===== config.mk =====
export PLATFORM = sky130hd
export DESIGN_NAME = uart_tx_arbiter
export DESIGN_NICKNAME = d
export VERILOG_FILES = /design/src/rtl/uart_tx_arbiter.sv
export SDC_FILE = /design/constraint.sdc
export NUM_CORES = 1
export LEC_CHECK = 0
export CAP_MARGIN = 15
export CORE_MARGIN = 8
export CORE_UTILIZATION = 50
export DETAILED_ROUTE_END_ITERATION = 8
export PLACE_DENSITY_LB_ADDON = 0.08
export SYNTH_ARGS = -nofsm -noshare
export SYNTH_HDL_FRONTEND = slang
export SYNTH_SLANG_ARGS = --single-unit

===== constraint.sdc =====
create_clock -name clk -period 6.7 [get_ports clk]
set_input_delay 1.675 -clock clk [delete_from_list [all_inputs] [get_ports clk]]
set_output_delay 1.675 -clock clk [all_outputs]
set_load 0.05 [all_outputs]

===== src/rtl/uart_tx_arbiter.sv =====
// Round-robin arbiter that shares one uart_ctrl transmit path among NUM_REQ requesters.
// Define UART_ARB_TAG_EN to precede each payload frame with a tag frame carrying the granted index.
module uart_tx_arbiter #(
    parameter int NUM_REQ       = 3,
    parameter int DATA_BITS     = 7,
    parameter int GAP_CYCLES    = 4,
    parameter int START_TIMEOUT = 16
) (
    input  logic                           clk,
    input  logic                           reset,
    input  logic [NUM_REQ-1:0]             req,
    input  logic [NUM_REQ*DATA_BITS-1:0]   req_data,
    output logic [NUM_REQ-1:0]             ack,
    output logic                           tx_start,
    output logic [DATA_BITS-1:0]           tx_data,
    input  logic                           tx_busy,
    output logic [$clog2(NUM_REQ)-1:0]     active_id,
    output logic                           arb_busy,
    output logic                           timeout_err
);

    localparam int ID_W    = $clog2(NUM_REQ);
    localparam int CNT_MAX = (START_TIMEOUT > GAP_CYCLES) ? START_TIMEOUT : GAP_CYCLES;
    localparam int CNT_W   = $clog2(CNT_MAX + 1);
    localparam logic [CNT_W-1:0] TMO_LAST = CNT_W'(START_TIMEOUT - 1);
    localparam logic [CNT_W-1:0] GAP_LAST = (GAP_CYCLES > 0) ? CNT_W'(GAP_CYCLES - 1) : '0;

    typedef enum logic [2:0] {
        IDLE,
        WAIT_BUSY,
        WAIT_DONE,
        GAP
`ifdef UART_ARB_TAG_EN
        ,
        TAG_BUSY,
        TAG_DONE
`endif
    } state_t;

    state_t               state;
    logic [CNT_W-1:0]     cnt;
    logic [ID_W-1:0]      rr_ptr;
    logic [ID_W-1:0]      grant_sel;
    logic                 grant_vld;
    logic [DATA_BITS-1:0] data_arr [NUM_REQ];

`ifdef UART_ARB_TAG_EN
    logic [DATA_BITS-1:0] hold_data;
    logic                 pay_pending;
`endif

    for (genvar g = 0; g < NUM_REQ; g++) begin : g_slice
        assign data_arr[g] = req_data[g*DATA_BITS +: DATA_BITS];
    end

    // Search upward from rr_ptr; idx carries one extra bit so the wrap subtraction cannot overflow.
    always_comb begin
        logic [ID_W:0] idx;
        idx       = '0;
        grant_sel = '0;
        grant_vld = 1'b0;
        for (int unsigned i = 0; i < NUM_REQ; i++) begin
            idx = {1'b0, rr_ptr} + (ID_W+1)'(i);
            if (idx >= (ID_W+1)'(NUM_REQ))
                idx = idx - (ID_W+1)'(NUM_REQ);
            if (!grant_vld && req[idx[ID_W-1:0]]) begin
                grant_vld = 1'b1;
                grant_sel = idx[ID_W-1:0];
            end
        end
    end

    always_ff @(posedge clk) begin
        if (reset) begin
            state       <= IDLE;
            cnt         <= '0;
            rr_ptr      <= '0;
            ack         <= '0;
            tx_start    <= 1'b0;
            tx_data     <= '0;
            active_id   <= '0;
            arb_busy    <= 1'b0;
            timeout_err <= 1'b0;
`ifdef UART_ARB_TAG_EN
            hold_data   <= '0;
            pay_pending <= 1'b0;
`endif
        end else begin
            ack         <= '0;
            tx_start    <= 1'b0;
            timeout_err <= 1'b0;
            case (state)
                IDLE: begin
                    // Holding off while tx_busy is still high keeps a late-finishing frame from overlapping.
                    if (grant_vld && !tx_busy) begin
                        ack       <= NUM_REQ'(1) << grant_sel;
                        tx_start  <= 1'b1;
                        active_id <= grant_sel;
                        rr_ptr    <= (grant_sel == ID_W'(NUM_REQ - 1)) ? '0 : grant_sel + 1'b1;
                        arb_busy  <= 1'b1;
                        cnt       <= '0;
`ifdef UART_ARB_TAG_EN
                        tx_data   <= DATA_BITS'(grant_sel);
                        hold_data <= data_arr[grant_sel];
                        state     <= TAG_BUSY;
`else
                        tx_data   <= data_arr[grant_sel];
                        state     <= WAIT_BUSY;
`endif
                    end
                end
                WAIT_BUSY: begin
                    if (tx_busy) begin
                        state <= WAIT_DONE;
                    end else if (cnt == TMO_LAST) begin
                        timeout_err <= 1'b1;
                        arb_busy    <= 1'b0;
                        state       <= IDLE;
                    end else begin
                        cnt <= cnt + CNT_W'(1);
                    end
                end
                WAIT_DONE: begin
                    if (!tx_busy) begin
                        cnt <= '0;
                        if (GAP_CYCLES == 0) begin
                            arb_busy <= 1'b0;
                            state    <= IDLE;
                        end else begin
                            state <= GAP;
                        end
                    end
                end
                GAP: begin
                    if (cnt == GAP_LAST) begin
`ifdef UART_ARB_TAG_EN
                        if (pay_pending) begin
                            tx_data     <= hold_data;
                            tx_start    <= 1'b1;
                            pay_pending <= 1'b0;
                            cnt         <= '0;
                            state       <= WAIT_BUSY;
                        end else begin
                            arb_busy <= 1'b0;
                            state    <= IDLE;
                        end
`else
                        arb_busy <= 1'b0;
                        state    <= IDLE;
`endif
                    end else begin
                        cnt <= cnt + CNT_W'(1);
                    end
                end
`ifdef UART_ARB_TAG_EN
                TAG_BUSY: begin
                    if (tx_busy) begin
                        state <= TAG_DONE;
                    end else if (cnt == TMO_LAST) begin
                        timeout_err <= 1'b1;
                        arb_busy    <= 1'b0;
                        state       <= IDLE;
                    end else begin
                        cnt <= cnt + CNT_W'(1);
                    end
                end
                TAG_DONE: begin
                    if (!tx_busy) begin
                        cnt <= '0;
                        if (GAP_CYCLES == 0) begin
                            tx_data  <= hold_data;
                            tx_start <= 1'b1;
                            state    <= WAIT_BUSY;
                        end else begin
                            pay_pending <= 1'b1;
                            state       <= GAP;
                        end
                    end
                end
`endif
                default: begin
                    arb_busy <= 1'b0;
                    state    <= IDLE;
                end
            endcase
        end
    end

endmodule

# Yosys cells after proc, flatten, opt, wreduce, memory -nomap -nowiden
# Index checks and enable logic that the tools add are counted.
[word_totals]
rom_bits = 0
latch_bits = 0
n_memories = 0
mem_bits_rw = 0
reg_bits = 25
inputBits = 27
out_inout_bits = 15
[classes]
muxes = 38
bitwise = 5
multipliers = 0
addsub = 7
n_eq_ne = 14
shift = 1
div_mod_pow = 0
reduce_logical = 15
magnitude_cmp = 7
[op_table]
columns = ["cell", "n"]
rows = [
  ["two-way mux 5 bit", 5],
  ["one-hot mux 5 bit (4 select lines)", 1],
  ["two-way mux 3 bit", 5],
  ["binary-select mux 7 bit (select 2 bit)", 1],
  ["two-way mux 2 bit", 7],
  ["two-way mux 7 bit", 2],
  ["inequality test 2 bit, second input constant", 7],
  ["two-way mux 1 bit", 12],
  ["one-hot mux 3 bit (4 select lines)", 1],
  ["less-than comparator 2 x 3 -> 1 bit, second input constant", 3],
  ["binary-select mux 1 bit (select 2 bit)", 3],
  ["== test 3 x 2 -> 1 bit, second input constant", 2],
  ["greater-or-equal comparator 3 x 2 -> 1 bit, second input constant", 2],
  ["AND reduction 6 bit", 1],
  ["OR reduction 3 bit", 2],
  ["subtractor 2 bit, second input constant", 3],
  ["adder 5 x 1 -> 5 bit, second input constant", 1],
  ["== test 5 x 2 -> 1 bit, second input constant", 1],
  ["== test 5 x 4 -> 1 bit, second input constant", 1],
  ["AND reduction 5 bit", 1],
  ["inverter 1 bit", 4],
  ["one-hot mux 1 bit (4 select lines)", 1],
  ["AND reduction 4 bit", 1],
  ["nonzero test 4 bit", 1],
  ["other kinds (15)", 19],
]

# Depth between registers and ports, before layout
[depth]
depth_word = 15
depth_mapped = 10
depth_no_buf = 9

# Worst setup path before layout
# OpenSTA, ideal clock, no wires.
[synth_path]
kind = "input -> register"
from = "input port req[1]"
to = "register tx_data[0]"
arrival_time_ps = 3225
required_time_ps = 6566
setup_ps = 134
stages = 7
setup_slack_ps = 3341
cell_sequence = "mux2i_1 mux2i_4 or4b_4 and3_1 buf_6 a221oi_1 a211oi_1"
[synth_via]
elab_chain_cells = 13
elab_cells_between_ends = 22
cone_classes = "15 x mux; 1 x bitwise; 6 x reduce/logical"
[synth_rtl]
columns = ["item", "line", "source"]
rows = [
  ["from (decl)", "11", "input logic [NUM_REQ-1:0] req,"],
  ["binary-select mux 1 bit (select 2 bit)", "66", "if (!grant_vld && req[idx[ID_W-1:0]]) begin"],
  ["two-way mux 1 bit (not written as such)", "66", ""],
  ["two-way mux 1 bit", "66", ""],
  ["logical NOT 1 bit", "66", ""],
  ["logical AND 1 bit", "66", ""],
  ["two-way mux 1 bit", "66", ""],
  ["logical NOT 1 bit", "66", ""],
  ["logical AND 1 bit", "66", ""],
  ["two-way mux 2 bit", "66", ""],
  ["inverter 2 -> 3 bit (not written as such)", "107", "tx_data <= data_arr[grant_sel];"],
  ["binary-select mux 7 bit (select 2 bit)", "107", ""],
  ["two-way mux 7 bit (not written as such) (2 in series)", "107", ""],
  ["to (signal assigned)", "107", ""],
  ["to (decl)", "15", "output logic [DATA_BITS-1:0] tx_data,"],
]
# Several ways; a longest one is shown, not always the timed one. The select of a mux whose other input is x is not followed.
# A chain may end at the register's enable or synchronous reset.

# Final worst setup path
[layout_path]
from = "input port req[1]"
to = "register tx_data[6]"
# Same word-level chain as after synthesis.

==> results.toml <==
[run_status]
run_status = "finished clean"

[drt]
post_drt_via_cell_ratio = 5.931
met2_length_um = 1893
route.final.wire_length_um = 3798
postRouteAntennaNets = 0
route.detailed.drc = 0
wl_met1_um = 1677
top_layer = "met4"
drt_first_pass_iters = 4
detailedRoute.firstIterationViolations = 70
route.detailed.wl_per_inst_um = 16.37
routed-wl-met3_um = 179
vias = 1376

[clock_network]
tritoncts = "yes"
worstSkewPairLatency_ns = 0.34
clockBufferDepth = 2
cts_inserted_buffers = 3
cts-htree-levels = 1
post_cts.repair.setup_buffers = 0
cts-resized-gates = 0
clkSinkCount = 24
clock_transition_at_the_registers_of_the_reported_paths_ns = 0.15
post_cts_hold_buffer_count = 0
library_cell_used_as_clock_root_buffer = "sky130_fd_sc_hd__clkbuf_4"

[worst_setup_path]
cpMaxStageDelayCell = "sky130_fd_sc_hd__or4b_4"
crit_fanout = 10
critPathRequiredTime_ns = 6.91
crit_path_max_incr_delay_ns = 0.51
crit_path_end_kind = "flop"
buffers_inverters_on_critical_path = 1
ff2ff_setup_slack_ns = 3.82
regToRegStartpoint = "rr_ptr[0]$_SDFFE_PP0P_"
critical_path.cell_chain = "clkdlybuf4s50_1, mux2i_1, mux2i_4, or4b_4, and3_1, a221oi_1, a211oi_1"
critical_path_arrival_ns = 3.89
cpLargestDelayFamily = "simple AND/OR/NAND/NOR gates"
worstSetupPathType = "in2reg"
rr_endpoint = "tx_data[6]$_SDFFE_PP0P_"
worstRegToRegCells = 8
crit_path_start_kind = "primary input"

[global_routing]
grt_pass1_wl_um = 6437
first_global_vias = 1364
antenna_violations_before_repair = 0
globalRoute.totalOverflow = 0
grt.total_usage = 0.1573
grt_max_degree = 24

[logic_synthesis]
synth-adder-area-share = 0.08850
synth.ff_latch_count = 24
synth_top_family_by_area = "simple AND/OR/NAND/NOR gates"
synth-compound-area-share = 0.2221
synth.area.mux_share = 0.04425
yosysUniqueCellTypes = 46
simple_gate_share_of_the_synthesized_area = 0.2602
synthesis.area_mm2 = 0.001414
avgSynthCellArea_um2 = 8.674
postSynthNetCount = 200
synth-xor-area-share = 0
synth_cells = 163
seq_area_frac_synth = 0.3398
synth.yosys.warnings = 0

[timing]
fmax_mhz = 271.5
relSlewSlack = 0.4174
report.final.slew_viol_count = 0
final_critical_path_setup_slack_ns = 3.017
total_neg_setup_slack_ns = 0
tightest_slew_ns = 0.8712
timing.final.setup_violations = 0
finalCriticalPeriod_ns = 3.683
layout_worst_path_cycle_share = 0.5496
fin_skew_ns = 0.001954
report.final.hold_viol_count = 0
rsz0062_at_grt = "no"

[floorplanning]
core-area_mm2 = 0.002710
die-width_um = 69.18
chipHeight_um = 69.18
rows = 19
io-pin-count = 42
initial_core_util = 0.5217
die_area_mm2 = 0.004785

[placed_design]
dp.final_hpwl_um = 2822
gp_routability_congestion = 1.003
post_placement_cell_area_mm2 = 0.001822
place.detailed.instances = 228
place.port_buffers = 41
post-place-ws_ns = 2.632

[finish]
nets = 239
final_layout_size_suffix_gt1_frac = 0.05970
layoutNonFillerInstCount = 232
area.sequential_um2 = 480.5
diodes = 0
layout-area-overhead-vs-synth_pct = 32.57
multiInputGateArea_um2 = 869.6
utilization = 0.6916
fill_cells = 235
stdcell_area_mm2 = 0.001874

[power_and_ir_drop]
max-vdd-ir-drop_mv = 0.3401
power.density_cell_area_mw_per_mm2 = 457.5
power.static_leakage_nw = 0.6920

[worst_hold_path]
timing.hold.worst_path_depth = 2
min_path_type = "reg2reg"
worstHoldEndpoint = "active_id[1]$_SDFFE_PP0P_"
worstHoldStart = "active_id[1]$_SDFFE_PP0P_"

[job]
max-cap-violations = 0
## report_power, final
group	internal [W]	switching (W)
registers	0.000183	0.0000256
clock network	0.0000606	0.0000515
logic	0.000199	0.000338
## worst max-delay path by stage
stage	endpoint	start	cells past startpoint
final	tx_data[6]$_SDFFE_PP0P_	req[1]	7
after floorplan	tx_data[0]$_SDFFE_PP0P_	req[1]	7
after CTS	tx_data[5]$_SDFFE_PP0P_	req[0]	7
after detailed placement	tx_data[5]$_SDFFE_PP0P_	req[0]	7
after global routing	tx_data[5]$_SDFFE_PP0P_	req[0]	7
after global placement	tx_data[1]$_SDFFE_PP0P_	req[1]	7
## synthesized netlist by cell type, drive strengths merged
cell	n	area, um2
and3	2	12.51
a31oi	2	18.77
buf	4	30.02
nor4	1	6.260
nand2	22	82.58
and2	3	18.77
inv	6	22.52
or4b	2	23.77
and3b	1	8.760
a21boi	1	7.510
mux2i	5	62.56
nor4b	2	17.52
nand2b	5	31.28
nor3	4	25.02
nor3b	4	35.03
o21bai	1	7.510
or4	1	7.510
nand3b	1	7.510
nand3	1	5.000
o32a	1	10.01
ha	10	125.1
a21oi	13	65.06
o22ai	2	18.77
dfxtp	24	480.5
a311oi	1	8.760
a211oi	7	52.55
a41oi	1	8.760
nor2	14	52.55
nor2b	2	12.51
or3b	1	8.760
o21ai	3	15.01
or3	2	12.51
a221o	1	10.01
o31ai	2	15.01
a221oi	7	67.56
clkbuf	3	11.26
o31a	1	8.760
## per-layer routing
layer | vias up | GRT usage
met5 | - | 0
met4 | 0 | 0.05923
met3 | 5 | 0.03290
met2 | 46 | 0.2777
met1 | 655 | 0.1793
li1 | 670 | -
## kinds of logic (layout without fill, tap and decap cells)
family | count (synthesis) | count (layout)
multiplexers | 5 | 5
AND/OR/NAND/NOR | 68 | 68
AO/OA/AOI/OAI | 43 | 43
flip-flops | 24 | 24
buffers and inverters | 13 | 51
adder cells (fa/ha/maj) | 10 | 10
## stage by stage
stage          hold slack (ns)   power, W
3_5_place_dp            0.4507  0.0007469
5_1_grt                 0.4981  0.0009148
2_1_floorplan           0.4453  0.0006215
3_3_place_gp            0.4461  0.0007329
6_report                0.4658  0.0008575
4_1_cts                 0.4699  0.0008585
## cells in the final DEF (no fill, tap or decap), types with 3 or more instances in the layout
cell,instances
sky130_fd_sc_hd__clkdlybuf4s50_1,41
sky130_fd_sc_hd__dfxtp_1,24
sky130_fd_sc_hd__nand2_1,22
sky130_fd_sc_hd__nor2_1,14
sky130_fd_sc_hd__a21oi_1,13
sky130_fd_sc_hd__ha_1,10
sky130_fd_sc_hd__a211oi_1,7
sky130_fd_sc_hd__inv_1,6
sky130_fd_sc_hd__a221oi_1,6
sky130_fd_sc_hd__nand2b_1,5
sky130_fd_sc_hd__mux2i_1,4
sky130_fd_sc_hd__nor3b_1,3
sky130_fd_sc_hd__and2_1,3
sky130_fd_sc_hd__nor3_1,3
sky130_fd_sc_hd__o21ai_0,3
sky130_fd_sc_hd__clkbuf_4,3
## area by class of cell
cell class | count | area share
Multi-Input combinational cell | 126 | 0.4640
Timing Repair Buffer | 41 | 0.2190
Inverter | 6 | 0.01202
Sequential cell | 24 | 0.2563
Clock buffer | 3 | 0.01202
Tap cell | 31 | 0.02069
Clock inverter | 1 | 0.01602
## registers in the layout, indices dropped and copies added (netlist names)
signal	count
active_id	2
tx_start	1
ack	3
state	2
cnt	5
rr_ptr	2
arb_busy	1
timeout_err	1
tx_data	7
## worst register-to-register path, stage by stage (launching register included)
cell,delay [ns]
sky130_fd_sc_hd__dfxtp_1,0.42
sky130_fd_sc_hd__inv_1,0.10
sky130_fd_sc_hd__ha_1,0.45
sky130_fd_sc_hd__mux2i_1,0.31
sky130_fd_sc_hd__o22ai_2,0.16
sky130_fd_sc_hd__or4b_4,0.55
sky130_fd_sc_hd__and3_1,0.29
sky130_fd_sc_hd__a221oi_1,0.35
sky130_fd_sc_hd__a211oi_1,0.12
(Power assumes the default switching activity.)
